File: config.mk
export PLATFORM = sky130hd
export DESIGN_NAME = pwm_multichannel_flat
export DESIGN_NICKNAME = d
export VERILOG_FILES = /design/src/rtl/pwm_multichannel_if.sv /design/src/rtl/pwm_multichannel.sv /design/src/flat_wrapper.sv
export SDC_FILE = /design/constraint.sdc
export NUM_CORES = 1
export LEC_CHECK = 0
export CORE_MARGIN = 10
export CORE_UTILIZATION = 49
export CTS_CLUSTER_DIAMETER = 80
export CTS_CLUSTER_SIZE = 12
export DETAILED_ROUTE_END_ITERATION = 7
export PLACE_DENSITY = 0.69
export SLEW_MARGIN = 10
export SYNTH_ARGS = -nofsm -noshare
export SYNTH_HDL_FRONTEND = slang
export SYNTH_SLANG_ARGS = --single-unit
File: constraint.sdc
create_clock -name clk -period 6.2 [get_ports clk]
set_input_delay 0.93 -clock clk [delete_from_list [all_inputs] [get_ports clk]]
set_output_delay 0.93 -clock clk [all_outputs]
set_load 0.02 [all_outputs]
File: src/rtl/pwm_multichannel_if.sv
// pwm_multichannel_if: PWM configuration/output bundle; master drives enables, duty writes, prescale, mode and receives out, period_start
interface pwm_multichannel_if #(
  parameter int NUM_CH = 16,
  parameter int RES_BITS = 8,
  parameter int PRESCALE_BITS = 8
);
  localparam int CH_W = NUM_CH > 1 ? $clog2(NUM_CH) : 1;
  logic [NUM_CH-1:0] en_out;
  logic [NUM_CH-1:0] en_pwm;
  logic duty_wr_en;
  logic [CH_W-1:0] duty_wr_ch;
  logic [RES_BITS-1:0] duty_wr_data;
  logic [PRESCALE_BITS-1:0] prescale;
  logic mode;
  logic [NUM_CH-1:0] out;
  logic period_start;
  modport master (
    output en_out, en_pwm, duty_wr_en, duty_wr_ch, duty_wr_data, prescale, mode,
    input out, period_start
  );
  modport slave (
    input en_out, en_pwm, duty_wr_en, duty_wr_ch, duty_wr_data, prescale, mode,
    output out, period_start
  );
endinterface

File: src/rtl/pwm_multichannel.sv
// pwm_multichannel: NUM_CH PWM outputs from one shared counter with shadowed duty, prescale and edge/center mode applied at period boundaries; ports clk, rst_n, bus (enables, duty write, prescale, mode in; out, period_start out)
module pwm_multichannel #(
  parameter int NUM_CH = 16,
  parameter int RES_BITS = 8,
  parameter int PRESCALE_BITS = 8
) (
  input logic clk,
  input logic rst_n,
  pwm_multichannel_if.slave bus
);
  localparam int CH_W = NUM_CH > 1 ? $clog2(NUM_CH) : 1;
  localparam logic [RES_BITS-1:0] MAX = '1;
  localparam logic [RES_BITS-1:0] ONE = RES_BITS'(1);
  localparam logic [RES_BITS-1:0] TOP = MAX - ONE;
  localparam logic [PRESCALE_BITS-1:0] PONE = PRESCALE_BITS'(1);
  logic [PRESCALE_BITS-1:0] pre_cnt_q, pre_cnt_d, act_pre_q, act_pre_d;
  logic [RES_BITS-1:0] cnt_q, cnt_d;
  logic dir_q, dir_d, act_mode_q, act_mode_d, bnd_q, bnd_d, ps_q, ps_d;
  logic [RES_BITS-1:0] shadow_q [NUM_CH];
  logic [RES_BITS-1:0] shadow_d [NUM_CH];
  logic [RES_BITS-1:0] active_q [NUM_CH];
  logic [RES_BITS-1:0] active_d [NUM_CH];
  logic [NUM_CH-1:0] out_q, out_d;
  logic tick, bnd, turn;
  always_comb begin
    tick = pre_cnt_q == act_pre_q;
    bnd = tick && (act_mode_q ? (cnt_q == '0 && dir_q) : cnt_q == MAX);
    turn = tick && act_mode_q && !dir_q && cnt_q == TOP;
    pre_cnt_d = tick ? '0 : pre_cnt_q + PONE;
    cnt_d = bnd ? '0 : !tick || turn ? cnt_q : act_mode_q && dir_q ? cnt_q - ONE : cnt_q + ONE;
    dir_d = bnd ? 1'b0 : turn ? 1'b1 : dir_q;
    act_pre_d = bnd ? bus.prescale : act_pre_q;
    act_mode_d = bnd ? bus.mode : act_mode_q;
    bnd_d = bnd;
    ps_d = bnd_q;
    for (int i = 0; i < NUM_CH; i++) begin
      shadow_d[i] = bus.duty_wr_en && bus.duty_wr_ch == CH_W'(i) ? bus.duty_wr_data : shadow_q[i];
      active_d[i] = bnd ? shadow_q[i] : active_q[i];
      out_d[i] = bus.en_out[i] && (!bus.en_pwm[i] || active_q[i] == MAX || cnt_q < active_q[i]);
    end
  end
  always_ff @(posedge clk or negedge rst_n) begin
    if (!rst_n) begin
      pre_cnt_q <= '0;
      cnt_q <= '0;
      dir_q <= 1'b0;
      act_pre_q <= '0;
      act_mode_q <= 1'b0;
      bnd_q <= 1'b0;
      ps_q <= 1'b0;
      shadow_q <= '{default: '0};
      active_q <= '{default: '0};
      out_q <= '0;
    end else begin
      pre_cnt_q <= pre_cnt_d;
      cnt_q <= cnt_d;
      dir_q <= dir_d;
      act_pre_q <= act_pre_d;
      act_mode_q <= act_mode_d;
      bnd_q <= bnd_d;
      ps_q <= ps_d;
      shadow_q <= shadow_d;
      active_q <= active_d;
      out_q <= out_d;
    end
  end
  assign bus.out = out_q;
  assign bus.period_start = ps_q;
endmodule
File: src/flat_wrapper.sv
// flat-port wrapper written by rule: the top's interface ports become plain ports
module pwm_multichannel_flat 
#(
  parameter int NUM_CH = 16,
  parameter int RES_BITS = 8,
  parameter int PRESCALE_BITS = 8
)
  (clk, rst_n, bus_en_out, bus_en_pwm, bus_duty_wr_en, bus_duty_wr_ch, bus_duty_wr_data, bus_prescale, bus_mode, bus_out, bus_period_start);
  pwm_multichannel_if #(.NUM_CH(NUM_CH), .RES_BITS(RES_BITS), .PRESCALE_BITS(PRESCALE_BITS)) bus_i ();
  input logic clk;
  input logic rst_n;
  input wire logic [$bits(bus_i.en_out)-1:0] bus_en_out;
  input wire logic [$bits(bus_i.en_pwm)-1:0] bus_en_pwm;
  input wire logic [$bits(bus_i.duty_wr_en)-1:0] bus_duty_wr_en;
  input wire logic [$bits(bus_i.duty_wr_ch)-1:0] bus_duty_wr_ch;
  input wire logic [$bits(bus_i.duty_wr_data)-1:0] bus_duty_wr_data;
  input wire logic [$bits(bus_i.prescale)-1:0] bus_prescale;
  input wire logic [$bits(bus_i.mode)-1:0] bus_mode;
  output wire logic [$bits(bus_i.out)-1:0] bus_out;
  output wire logic [$bits(bus_i.period_start)-1:0] bus_period_start;
  assign bus_i.en_out = bus_en_out;
  assign bus_i.en_pwm = bus_en_pwm;
  assign bus_i.duty_wr_en = bus_duty_wr_en;
  assign bus_i.duty_wr_ch = bus_duty_wr_ch;
  assign bus_i.duty_wr_data = bus_duty_wr_data;
  assign bus_i.prescale = bus_prescale;
  assign bus_i.mode = bus_mode;
  assign bus_out = bus_i.out;
  assign bus_period_start = bus_i.period_start;
  pwm_multichannel #(.NUM_CH(NUM_CH), .RES_BITS(RES_BITS), .PRESCALE_BITS(PRESCALE_BITS)) u_core (.clk(clk), .rst_n(rst_n), .bus(bus_i));
endmodule
# Word level (Yosys, flattened, before mapping)
# Index checks and enable logic that the tools add are counted.
[classes]
n_addsub = 3
magnitude_cmp = 16
n_eq_ne = 35
n_mux = 7
reduce_logical = 92
[op_table]
columns = ["operator", "n"]
rows = [
  ["equality test 8 bit, second input constant", 18],
  ["< comparator 8 bit", 16],
  ["logical AND 1 bit", 38],
  ["logical OR 1 bit", 33],
  ["equality test 4 bit, second input constant", 8],
  ["2-to-1 mux 8 bit", 4],
  ["logical NOT 1 bit", 18],
  ["adder 8 x 1 -> 8 bit, second input constant", 2],
  ["equality test 4 x 3 -> 1 bit, second input constant", 4],
  ["equality test 4 x 2 -> 1 bit, second input constant", 2],
  ["equality test 8 bit", 1],
  ["logical NOT 8 bit", 1],
  ["subtractor 8 x 1 -> 8 bit, second input constant", 1],
  ["equality test 4 x 1 -> 1 bit, second input constant", 1],
  ["logical NOT 4 bit", 1],
  ["2-to-1 mux 1 bit", 3],
  ["inequality test 2 x 1 -> 1 bit, second input constant", 1],
  ["nonzero test 2 bit", 1],
]
[word_totals]
ff_bits = 300
inputBits = 56
output_inout_bits = 17
wordCells = 193

# Depth between registers and ports, before layout
# Gate-level depths: netlist of run 1.
[logic_depth]
depth_word = 7
mapped_depth = 10

# Worst setup path after synthesis of run 1
# No wires, ideal clock.
[synth_timing]
kind = "reg-to-reg"
startpoint = "register u_core.cnt_q[1]"
endpoint = "register u_core.cnt_q[6]"
setup_time_ns = 0.128
t_arrival_ns = 2.098
setup_slack_ns = 3.974
path_stages_with_launch = 10
path_buffers = 1
synth_period_minus_slack_ns = 2.226
cell_sequence = "dfrtp_1 buf_2 xnor2_1 ha_1 o31a_1 o21ai_0 a21bo_2 a21oi_1 xor2_1 o21ai_0"
[synth_between]
elab_chain_cells = 5
[synth_rtl]
columns = ["element", "line_no", "text"]
rows = [
  ["from (decl)", "pwm_multichannel.sv:17", "logic [RES_BITS-1:0] cnt_q, cnt_d;"],
  ["from (signal assigned)", "pwm_multichannel.sv:56", "cnt_q <= cnt_d;"],
  ["parallel branches: the longest is 5 deep, another holds adder 8 x 1 -> 8 bit", "--", ""],
]
# Parallel ways; which one is timed is not known. The select of a mux whose other input is x is not followed.
# A chain may end at the register's enable or synchronous reset.

# Worst setup path in the final report of run 1
[layout_timing]
startpoint = "register u_core.cnt_q[0]"
endpoint = "register u_core.active_q[103] in the netlist's numbering"
[layout_between]
elab_chain_cells = 4
[layout_rtl]
columns = ["element", "line_no", "text"]
rows = [
  ["logical NOT 8 bit", "pwm_multichannel.sv:27", "bnd = tick && (act_mode_q ? (cnt_q == '0 && dir_q) : cnt_q == MAX);"],
  ["logical AND 1 bit", "pwm_multichannel.sv:27", ""],
  ["2-to-1 mux 1 bit *", "pwm_multichannel.sv:27", ""],
  ["logical AND 1 bit *", "pwm_multichannel.sv:27", ""],
  ["to (signal assigned)", "pwm_multichannel.sv:63", "active_q <= active_d;"],
  ["to (decl)", "pwm_multichannel.sv:21", "logic [RES_BITS-1:0] active_q [NUM_CH];"],
]
# Mark *: on every way between the ends. The rest lies on a longest branch, timed or not.

==> qor_table.md, run 1 <==
| Step | Parameter | Value |
|---|---|---|
| power | Leak pwr | 7.93 nW |
| routing | Routed Antenna Nets | 0 |
| routing | Avg Vias per Cell | 5.45 |
| logic synthesis | Count of flip-flops with a built-in enable after synthesis | 0 |
| power | Fraction of power consumed by combinational cells | 11.4% |
| finish | Nets | 1445 |
| routing | Average detailed-routed wire length per instance | 19.2 um |
| power | Power, Total | 0.00433 W |
| sta | Slew Viols, Final | 0 |
| finish | Proportion of layout cells with a drive suffix above 1 | 24.2% |
| die | Die outline width | 196 um |
| sta | Final setup TNS | 0 ns |
| power | Fraction of power consumed by sequential logic | 54.1% |
| logic synthesis | Avg Inst Size Synth | 12.7 um^2 |
| global route | Number of global-route vias before repair | 9703 |
| logic synthesis | Fraction of the yosys area taken by sequential cells | 49.5% |
| logic synthesis | Ranking of synthesized cells by instance count | dfrtp_1, mux2_2, ha_1 |
| die | Site row count | 64 |
| sta | Endpoints failing setup | 0 |
| worst setup path | Worst setup SP type | flop |
| job | Max-cap viol count | 0 |
| clocking | Clock sink count | 300 |
| logic synthesis | Yosys warning count | 0 |
| sta | Hold WS | 0.350 ns |
| worst setup path | Cells along the critical path | nor4b_2 > and4_1 > a31oi_2 > inv_2 > nand2_8 > buf_4 > mux2_2 |
| global route | First-pass GRT wire length | 52500 um |
| logic synthesis | Most common cell in the netlist | dfrtp_1 |
| sta | Tcrit/Tclk final | 55.3% |
| worst setup path | WS Path Type | reg2reg |
| worst setup path | Delay of the slowest cell on the worst path | 0.95 ns |
| clocking | Number of levels the H-tree was split into | 1 |
| logic synthesis | Number of distinct library cells after synthesis | 55 |
| die | Starting density of the core | 49.5% |
| power | Worst-case vdd ir drop | 0.181 mV |
| sta | Max_slew headroom | 26.3% |
| clocking | Clock insertion delay at the later pin of the skew report | 0.55 ns |
| power | Switching pwr | 0.00104 W |
| clocking | CTS buffer count | 28 |
| logic synthesis | Synth top area share | 49.5% |
| power | Clock network fraction of total power | 34.5% |
| worst setup path | Data required time of the worst path | 6.64 ns |
| worst setup path | Cell at the slowest stage of the critical path | dfrtp_1 |
| clocking | TritonCTS clock tree | done |
| clocking | Hold Buf Count CTS | 0 |
| place | Count of input and output buffers | 72 |
| global route | Initial antenna violation count | 0 |
| clocking | Total setup buffers inserted after CTS | 0 |
| clocking | CTS Root Cell | clkbuf_16 |
| routing | Number of detailed-routing iterations run before antenna repair | 6 |
| place | Post-detailed-placement half-perimeter wirelength | 20800 um |
| worst setup path | Worst r2r src | u_core.cnt_q[0] |
| worst hold path | Worst hold-check path type | in2async |
| sta | Worst-Margin Slew | 1.10 ns |
| sta | Unrepaired setup endpoints after global routing | no |
| worst setup path | Launching instance or port of the critical path | u_core.cnt_q[0] |
| global route | Remaining Overflow, GRT | 0 |
| run status | Outcome | finished, final reports clean |
| logic synthesis | Cell Area, Synth | 0.0152 mm^2 |
| worst setup path | Flop2flop setup slack | 2.77 ns |
| sta | Achievable clock frequency | 292 MHz |
| sta | Hold violation count in the final report | 0 |
| power | Power density relative to cell area | 257 mW/mm^2 |
| worst setup path | Setup crit end kind | flop |
| logic synthesis | Primary flip-flop cell chosen by synthesis mapping | dfrtp_1 |
| global route | Global-route usage over all layers | 16.8% |
| clocking | Count of instances resized after the clock tree is built | 0 |
| logic synthesis | Flop and latch count out of synthesis | 300 |
| power | Switching power share of the total | 24.0% |
| routing | Number of DRC markers after the initial detailed-route iteration | 550 |
| logic synthesis | Largest area contributor in the synthesized netlist | dfrtp_1 |
| place | Final weighted congestion in routability-driven placement | 0.826 |
| finish | Area overhead of the layout relative to synthesis | 11.3% |
| global route | Pin count of the biggest net entering global routing | 167 |
| worst setup path | Arrival time at the worst endpoint | 3.87 ns |
| logic synthesis | Cells after Synth | 1193 |
| routing | Total length of routed wires | 32000 um |
| die | Height of the die | 196 um |
| routing | Count of unresolved DRC violations after routing | 0 |
| die | Core outline area | 0.0306 mm^2 |
| die | Number of top-level design ports | 73 |
| power | Internal cell power | 0.00329 W |
| sta | Tmin final | 3.43 ns |
| sta | Clock tree skew after final layout | 0.0184 ns |
| clocking | Clock transition at the register clock pins on the worst setup and hold paths after CTS | 0.06 ns |
| clocking | Maximum root-to-sink buffer count | 3 |
| routing | Vias after detailed routing | 9093 |
| logic synthesis | Largest cells by area after synthesis | dfrtp_1, mux2_2, mux2_4 |
| logic synthesis | Share of synthesized registers carrying an async set or reset | 100% |
| finish | Antenna diode count | 0 |
| die | Area of the die | 0.0384 mm^2 |
| worst setup path | Maximum fanout encountered on the critical timing path | 84 |
| logic synthesis | Post-Synthesis Net Count | 1366 |
[path summary, 6_finish.rpt]
kind	endpoint	cells after the start
min in group clk	u_core.bus.period_start	0
worst max-delay path	u_core.active_q[103]	7
worst min-delay path	u_core.shadow_q[55]	1
worst max register to register	u_core.active_q[103]	7
worst min register to register	u_core.bus.period_start	0
max in group asynchronous	u_core.active_q[117]	2
[critical path, delay by kind of cell, from the launching register on]
family	cells	cell delay, ns
AO/OA/AOI/OAI	1	0.25
buffers and inverters	2	0.70
flip-flops	1	0.95
multiplexers	1	0.39
AND/OR/NAND/NOR	3	0.97
[state kept, by name, indices dropped and copies added, names as in the netlist]
name                     cells
u_core.act_mode_q            1
u_core.act_pre_q             8
u_core.active_q            128
u_core.bnd_q                 1
u_core.bus.out              16
u_core.bus.period_start      1
u_core.cnt_q                 8
u_core.dir_q                 1
u_core.pre_cnt_q             8
u_core.shadow_q            128
[metrics by stage]
step / area, um^2 / std cells / setup slack, ns / util, %
after global routing: 16900 / 1667 / 2.57 / 55.1
after CTS: 16900 / 1667 / 2.73 / 55.1
after detailed placement: 16100 / 1638 / 2.73 / 52.8
after global placement: 16100 / 1638 / 2.80 / 52.8
final: 16900 / 1667 / 2.77 / 55.1
after floorplan: 15200 / 1193 / 3.97 / -
[logic make-up after synthesis]
family	synth area share, %
AO/OA/AOI/OAI	6.61
adder cells (fa/ha/maj)	9.66
buffers and inverters	5.19
XOR/XNOR	1.16
flip-flops	49.5
AND/OR/NAND/NOR	5.61
multiplexers	22.2
[placed cells by master, fill, tap and decap left out, types with 2 or more instances in the layout]
cell type and count:
dfrtp_1 300, mux2_2 157, ha_1 117, inv_1 116, mux2_4 100, clkdlybuf4s50_1 71
a21oi_1 65, o21ai_0 58, nand2_1 43, nor2_1 38, nand4_1 35, a21o_1 32
clkbuf_16 29, nand2b_1 21, xnor2_1 13, buf_4 11, nand3_1 8, mux2_1 8
xor2_1 7, and3_1 2, nor2b_1 2, nor3_1 2, nand3b_1 2, or3_1 2
and2_1 2
[power by group through the flow]
stage                     sequential, W  clock, W  combinational (W)
after floorplan                 0.00233         0           0.000335
after detailed placement        0.00238         0           0.000499
after global routing            0.00237   0.00161           0.000548
final                           0.00234   0.00149           0.000493
after CTS                       0.00234   0.00153           0.000501
after global placement          0.00236         0           0.000480
[routing by layer]
metal | global-route usage (%) | vias up | part of all wire [%]
li1 | - | 4319 | -
met1 | 22.1 | 4575 | 46
met2 | 28.5 | 153 | 49
met3 | 2.39 | 46 | 3.7
met4 | 3.99 | 0 | 2.0
met5 | 0 | - | 0
[final cells by class]
cell class | instances | area [um^2]
flip-flops and latches | 300 | 7510
repair buffers | 84 | 828
inverters | 117 | 439
multi-input cells | 741 | 6870
clock buffers | 29 | 726
well taps | 396 | 495
fillers | 2530 | 13700
Power figures use the tool's default switching activity.
==> run 2, diff against run 1 <==
Settings changed: PLACE_DENSITY 0.69 to 0.72.
Clock period 6.2 ns to 2.95 ns, I/O delays scaled along.
==> run 2 against run 1 <==
Die area did not move. Global-route usage up 0.32 points. Critical path depth unchanged. Worst hold slack worse by 0.0033 ns. Highest routed layer unchanged.
==> qor_table.md, run 2 (synthesis results as in run 1) <==
| Step | Parameter | Value |
|---|---|---|
| routing | Routed Antenna Nets | 0 |
| clocking | Count of instances resized after the clock tree is built | 0 |
| die | Height of the die | 196 um |
| finish | Commonest non-fill, non-tap cells in the layout | dfrtp_1, mux2_2, ha_1 |
| die | Number of top-level design ports | 73 |
| die | Area of the die | 0.0384 mm^2 |
| sta | Hold violation count in the final report | 0 |
| worst setup path | Delay of the slowest cell on the worst path | 0.61 ns |
| worst setup path | Setup crit end kind | flop |
| clocking | CTS buffer count | 28 |
| worst setup path | Cells along the critical path | nor3_1 > and4_1 > a31oi_2 > inv_2 > nand2_8 > buf_12 > mux2_2 |
| global route | Pin count of the biggest net entering global routing | 74 |
| finish | Post-route cell area | 0.0171 mm^2 |
| sta | Slew Viols, Final | 0 |
| clocking | Number of levels the H-tree was split into | 1 |
| power | Clock network fraction of total power | 34.0% |
| routing | Total length of routed wires | 32800 um |
| routing | Count of unresolved DRC violations after routing | 0 |
| clocking | Clock transition at the register clock pins on the worst setup and hold paths after CTS | 0.06 ns |
| global route | Global-route usage over all layers | 17.1% |
| clocking | Clock insertion delay at the later pin of the skew report | 0.55 ns |
| clocking | Total setup buffers inserted after CTS | 0 |
| power | Fraction of power consumed by sequential logic | 53.9% |
| worst setup path | Cell at the slowest stage of the critical path | dfrtp_1 |
| worst hold path | Worst min-delay path startpoint | u_core.bnd_q |
| worst hold path | Worst hold-check path type | reg2reg |
| global route | Initial antenna violation count | 0 |
| global route | First-pass GRT wire length | 53200 um |
| worst setup path | Arrival time at the worst endpoint | 2.76 ns |
| sta | Tcrit/Tclk final | 79.3% |
| worst setup path | Data required time of the worst path | 3.38 ns |
| power | Worst-case vdd ir drop | 0.372 mV |
| finish | Area overhead of the layout relative to synthesis | 13.0% |
| power | Power density relative to cell area | 532 mW/mm^2 |
| sta | Final setup TNS | 0 ns |
| die | Site row count | 64 |
| place | Number of cells after detailed placement | 1663 |
| power | Internal cell power | 0.00689 W |
| worst setup path | Crit path buf inv count | 2 |
| worst setup path | Kind of cell with the highest combined delay on the critical path | flip-flops |
| routing | Average detailed-routed wire length per instance | 19.4 um |
| clocking | Maximum root-to-sink buffer count | 3 |
| power | Fraction of power consumed by combinational cells | 12.0% |
| power | Leak pwr | 8.08 nW |
| clocking | CTS Root Cell | clkbuf_16 |
| worst setup path | Flop2flop setup slack | 0.61 ns |
| routing | Vias after detailed routing | 9174 |
| die | Die outline width | 196 um |
| sta | Endpoints failing setup | 0 |
| worst setup path | Worst Reg-to-Reg Cells | 7 |
| sta | Worst-Margin Slew | 0.994 ns |
| sta | Max_slew headroom | 33.5% |
| place | Post-detailed-placement half-perimeter wirelength | 21500 um |
| sta | Achievable clock frequency | 428 MHz |
| routing | Number of DRC markers after the initial detailed-route iteration | 541 |
| finish | FILL cells | 2482 |
| worst setup path | Worst r2r src | u_core.cnt_q[4] |
| sta | Tmin final | 2.34 ns |
| worst setup path | Worst setup SP type | flop |
| place | Count of input and output buffers | 72 |
| place | Total placed instance area | 0.0164 mm^2 |
| die | Starting density of the core | 49.5% |
| clocking | Clock sink count | 300 |
| routing | Number of detailed-routing iterations run before antenna repair | 5 |
| run status | Outcome | finished, final reports clean |
| worst setup path | WS Path Type | reg2reg |
| global route | Remaining Overflow, GRT | 0 |
| finish | Nets | 1471 |
| clocking | TritonCTS clock tree | done |
| worst hold path | Worst Hold Path Cells | 0 |
| finish | Fin util | 56.0% |
| sta | Unrepaired setup endpoints after global routing | no |
| finish | Post-route insts no fill | 1693 |
| routing | Avg Vias per Cell | 5.42 |
| sta | Clock tree skew after final layout | 0.0148 ns |
| finish | Antenna diode count | 0 |
| finish | Most common cell after layout, fill and taps aside | dfrtp_1 |
| die | Core outline area | 0.0306 mm^2 |
| power | Switching power share of the total | 24.4% |
| power | Switching pwr | 0.00222 W |
| worst setup path | Maximum fanout encountered on the critical timing path | 33 |
| place | Final weighted congestion in routability-driven placement | 0.831 |
| job | Max-cap viol count | 0 |
| global route | Number of global-route vias before repair | 9652 |
| worst setup path | R2r endpoint | u_core.active_q[111] |
| finish | Proportion of layout cells with a drive suffix above 1 | 25.7% |
| power | Power, Total | 0.00911 W |
| worst hold path | Endpoint, Worst Hold | u_core.bus.period_start |
## run 2: cell count changes in the layout (fill, tap and decap cells not counted), sizes merged
cell         change
buf             +25
clkbuf           -1
clkinv           +1
dlygate4sd3      +1
## run 2: per-stage QoR
stage / setup slack, ns / hold slack [ns]
floorplan: 0.724 / 0.147
global placement: 0.577 / 0.333
detailed placement: 0.513 / 0.336
CTS: 0.602 / 0.350
global route: 0.458 / 0.353
finish: 0.612 / 0.347
## run 2: worst max-delay path by stage
| stage | from | end | slack (ns) | cells past startpoint |
|---|---|---|---|---|
| 2_1_floorplan | u_core.cnt_q[1] | u_core.cnt_q[6] | 0.72 | 9 |
| 6_report | u_core.cnt_q[4] | u_core.active_q[111] | 0.61 | 7 |
| 5_1_grt | u_core.cnt_q[1] | u_core.active_q[79] | 0.46 | 7 |
| 3_3_place_gp | bus_duty_wr_ch[1] | u_core.shadow_q[81] | 0.58 | 4 |
| 4_1_cts | u_core.cnt_q[1] | u_core.active_q[111] | 0.60 | 7 |
| 3_5_place_dp | bus_duty_wr_ch[3] | u_core.shadow_q[87] | 0.51 | 4 |
## run 2: power groups by stage
stage	registers, W	clock network, W	logic, W
2_1_floorplan	0.00490	0	0.000705
3_3_place_gp	0.00495	0	0.00106
3_5_place_dp	0.00499	0	0.00111
4_1_cts	0.00491	0.00318	0.00112
5_1_grt	0.00497	0.00333	0.00122
6_report	0.00491	0.00310	0.00110
## run 2: routing by layer
| layer | wire length [um] | up-vias | GRT usage [%] |
|---|---|---|---|
| met5 | 0 | - | 0 |
| met4 | 620 | 0 | 4.41 |
| met3 | 815 | 35 | 1.67 |
| met2 | 16500 | 131 | 29.9 |
| met1 | 14900 | 4647 | 22.2 |
| li1 | - | 4361 | - |
## run 2: layout make-up
class / instances / area (um^2) / area share, %
sequential: 300 / 7510 / 43.8
multi-input combinational: 741 / 6870 / 40.1
timing repair buffer: 110 / 1100 / 6.43
clock buffer: 28 / 701 / 4.09
tap: 396 / 495 / 2.89
inverter: 117 / 439 / 2.56
clock inverter: 1 / 16.3 / 0.0950
## run 2: repair_timing
action	CTS	global route
hold buffers	1	0
endpoints found under the setup margin	0	0
endpoints found under the hold margin	63	0
## run 2: worst register-to-register path, stage by stage (launching register included)
cell     delay, ns
dfrtp_1       0.61
nor3_1        0.09
and4_1        0.22
a31oi_2       0.27
inv_2         0.11
nand2_8       0.25
buf_12        0.30
mux2_2        0.37
==> run 3, diff against run 2 <==
Settings changed: PLACE_DENSITY 0.72 to 0.69.
Clock period 2.95 ns to 2.4 ns, I/O delays scaled along.
==> run 3 against run 2 <==
Clock-buffer cell count is 1 higher. Clock skew fell by 0.0064 ns. Core utilization is 0.55 points higher. Final area grew 0.99%.
==> qor_table.md, run 3 (synthesis results as in run 1) <==
| Step | Parameter | Value |
|---|---|---|
| run status | Outcome | finished, final reports clean |
| routing | Avg Vias per Cell | 5.42 |
| sta | Tcrit/Tclk final | 96.9% |
| sta | Hold violation count in the final report | 0 |
| place | Final weighted congestion in routability-driven placement | 0.841 |
| power | Worst-case vdd ir drop | 0.426 mV |
| routing | Number of detailed-routing iterations run before antenna repair | 5 |
| clocking | CTS buffer count | 28 |
| worst setup path | Delay of the slowest cell on the worst path | 0.46 ns |
| worst setup path | Crit path buf inv count | 2 |
| routing | Average detailed-routed wire length per instance | 19.4 um |
| finish | Area overhead of the layout relative to synthesis | 14.2% |
| worst setup path | Maximum fanout encountered on the critical timing path | 7 |
| worst hold path | Worst hold-check path type | in2async |
| die | Core outline area | 0.0306 mm^2 |
| global route | Number of global-route vias before repair | 9730 |
| finish | Most common cell after layout, fill and taps aside | dfrtp_1 |
| clocking | Maximum root-to-sink buffer count | 3 |
| worst setup path | Setup crit end kind | flop |
| worst setup path | Data required time of the worst path | 2.83 ns |
| power | Switching pwr | 0.00273 W |
| clocking | TritonCTS clock tree | done |
| clocking | Clock insertion delay at the later pin of the skew report | 0.53 ns |
| finish | Proportion of layout cells with a drive suffix above 1 | 26.8% |
| global route | Pin count of the biggest net entering global routing | 64 |
| power | Fraction of power consumed by sequential logic | 53.4% |
| sta | Max_slew headroom | 66.6% |
| worst setup path | Worst setup SP type | flop |
| die | Site row count | 64 |
| clocking | Clock transition at the register clock pins on the worst setup and hold paths after CTS | 0.06 ns |
| sta | Clock tree skew after final layout | 0.00840 ns |
| sta | Endpoints failing setup | 0 |
| routing | Total length of routed wires | 33100 um |
| die | Area of the die | 0.0384 mm^2 |
| global route | Global-route usage over all layers | 16.9% |
| routing | Number of DRC markers after the initial detailed-route iteration | 481 |
| job | Max-cap viol count | 0 |
| power | Internal cell power | 0.00854 W |
| power | Clock network fraction of total power | 34.4% |
| worst setup path | Worst Reg-to-Reg Cells | 9 |
| place | Total placed instance area | 0.0165 mm^2 |
| finish | Nets | 1485 |
| worst setup path | Number of stages on the worst setup path | 9 |
| place | Post-detailed-placement half-perimeter wirelength | 22100 um |
| global route | Remaining Overflow, GRT | 0 |
| global route | First-pass GRT wire length | 52900 um |
| finish | Fin util | 56.5% |
| die | Starting density of the core | 49.5% |
| sta | Achievable clock frequency | 430 MHz |
| routing | Count of unresolved DRC violations after routing | 0 |
| worst setup path | WS Path Type | reg2reg |
| routing | Routed Antenna Nets | 0 |
| finish | Post-route cell area | 0.0173 mm^2 |
| clocking | CTS Root Cell | clkbuf_16 |
| die | Die outline width | 196 um |
| die | Number of top-level design ports | 73 |
| routing | Vias after detailed routing | 9260 |
| finish | Antenna diode count | 0 |
| power | Switching power share of the total | 24.2% |
| die | Height of the die | 196 um |
| place | Count of input and output buffers | 72 |
| clocking | Number of levels the H-tree was split into | 1 |
| worst setup path | Arrival time at the worst endpoint | 2.76 ns |
| finish | FILL cells | 2487 |
| power | Fraction of power consumed by combinational cells | 12.2% |
| sta | Worst-Margin Slew | 0.500 ns |
| worst setup path | Kind of cell with the highest combined delay on the critical path | compound AO/OA/AOI/OAI gates |
| power | Power density relative to cell area | 651 mW/mm^2 |
| worst setup path | Cell at the slowest stage of the critical path | dfrtp_2 |
| sta | Tmin final | 2.33 ns |
| power | Leak pwr | 8.17 nW |
| global route | Initial antenna violation count | 0 |
| clocking | Clock sink count | 300 |
| sta | Slew Viols, Final | 0 |
| finish | Commonest non-fill, non-tap cells in the layout | dfrtp_1, mux2_2, ha_1 |
| worst setup path | Cells along the critical path | nand2_4 > clkinvlp_4 > buf_4 > ha_4 > a31oi_1 > a21boi_0 > a311oi_1 > xnor2_1 > o311ai_1 |
[run 3: power groups by stage]
stage	registers, W	logic [W]	clock network (W)
6_report	0.00602	0.00137	0.00387
5_1_grt	0.00610	0.00152	0.00415
4_1_cts	0.00602	0.00139	0.00395
3_5_place_dp	0.00611	0.00138	0
3_3_place_gp	0.00607	0.00134	0
2_1_floorplan	0.00602	0.000867	0
[run 3: worst reg2reg max path: cells and delay by family, from the launching register on]
family | cells | cell delay [ns]
buffers and inverters | 2 | 0.35
DFF | 1 | 0.46
and+or+nand+nor | 1 | 0.14
adders and majority gates | 1 | 0.23
AOI/OAI and AO/OA | 4 | 0.91
xor gates and xnor gates | 1 | 0.13
[run 3: cell type report]
cell class	instances	area [um^2]	area share (%)
Tap cell	396	495	2.86
Clock buffer	29	726	4.20
Multi-Input combinational cell	741	6890	39.9
Sequential cell	300	7510	43.4
Timing Repair Buffer	124	1230	7.12
Inverter	117	443	2.56
[run 3: worst paths after layout]
check	startpoint	end	slack, ns
worst max-delay path	u_core.dir_q	u_core.cnt_q[7]	0.07
worst min-delay path	rst_n	u_core.shadow_q[55]	0.33
worst max register to register	u_core.dir_q	u_core.cnt_q[7]	0.07
worst min register to register	u_core.bnd_q	u_core.bus.period_start	0.35
max in group asynchronous	rst_n	u_core.dir_q	1.33
min in group clk	u_core.bnd_q	u_core.bus.period_start	0.35
[run 3: timing repair]
item	4_1_cts	5_1_grt
setup endpoints to repair	0	2
endpoints found under the hold margin	46	0
hold buffers	1	0
gates resized for setup	0	5
buffers inserted	0	2
[run 3: stage by stage]
stage | TNS, ns | power [W] | std cells | hold WS [ns] | setup WS, ns
2_1_floorplan | 0 | 0.00689 | 1193 | 0.0644 | 0.174
3_3_place_gp | 0 | 0.00741 | 1675 | 0.309 | 0.209
3_5_place_dp | 0 | 0.00750 | 1675 | 0.311 | 0.159
4_1_cts | 0 | 0.0114 | 1705 | 0.340 | 0.111
5_1_grt | -0.0505 | 0.0118 | 1707 | 0.356 | -0.0505
6_report | 0 | 0.0113 | 1707 | 0.329 | 0.0746
[run 3: per-layer routing]
metal  wire (um)  track usage, %  vias up
li1            -               -     4393
met1       15200            22.4     4697
met3        1130            2.13       39
met5           0               0        -
met4         541            3.99        0
met2       16200            28.8      131
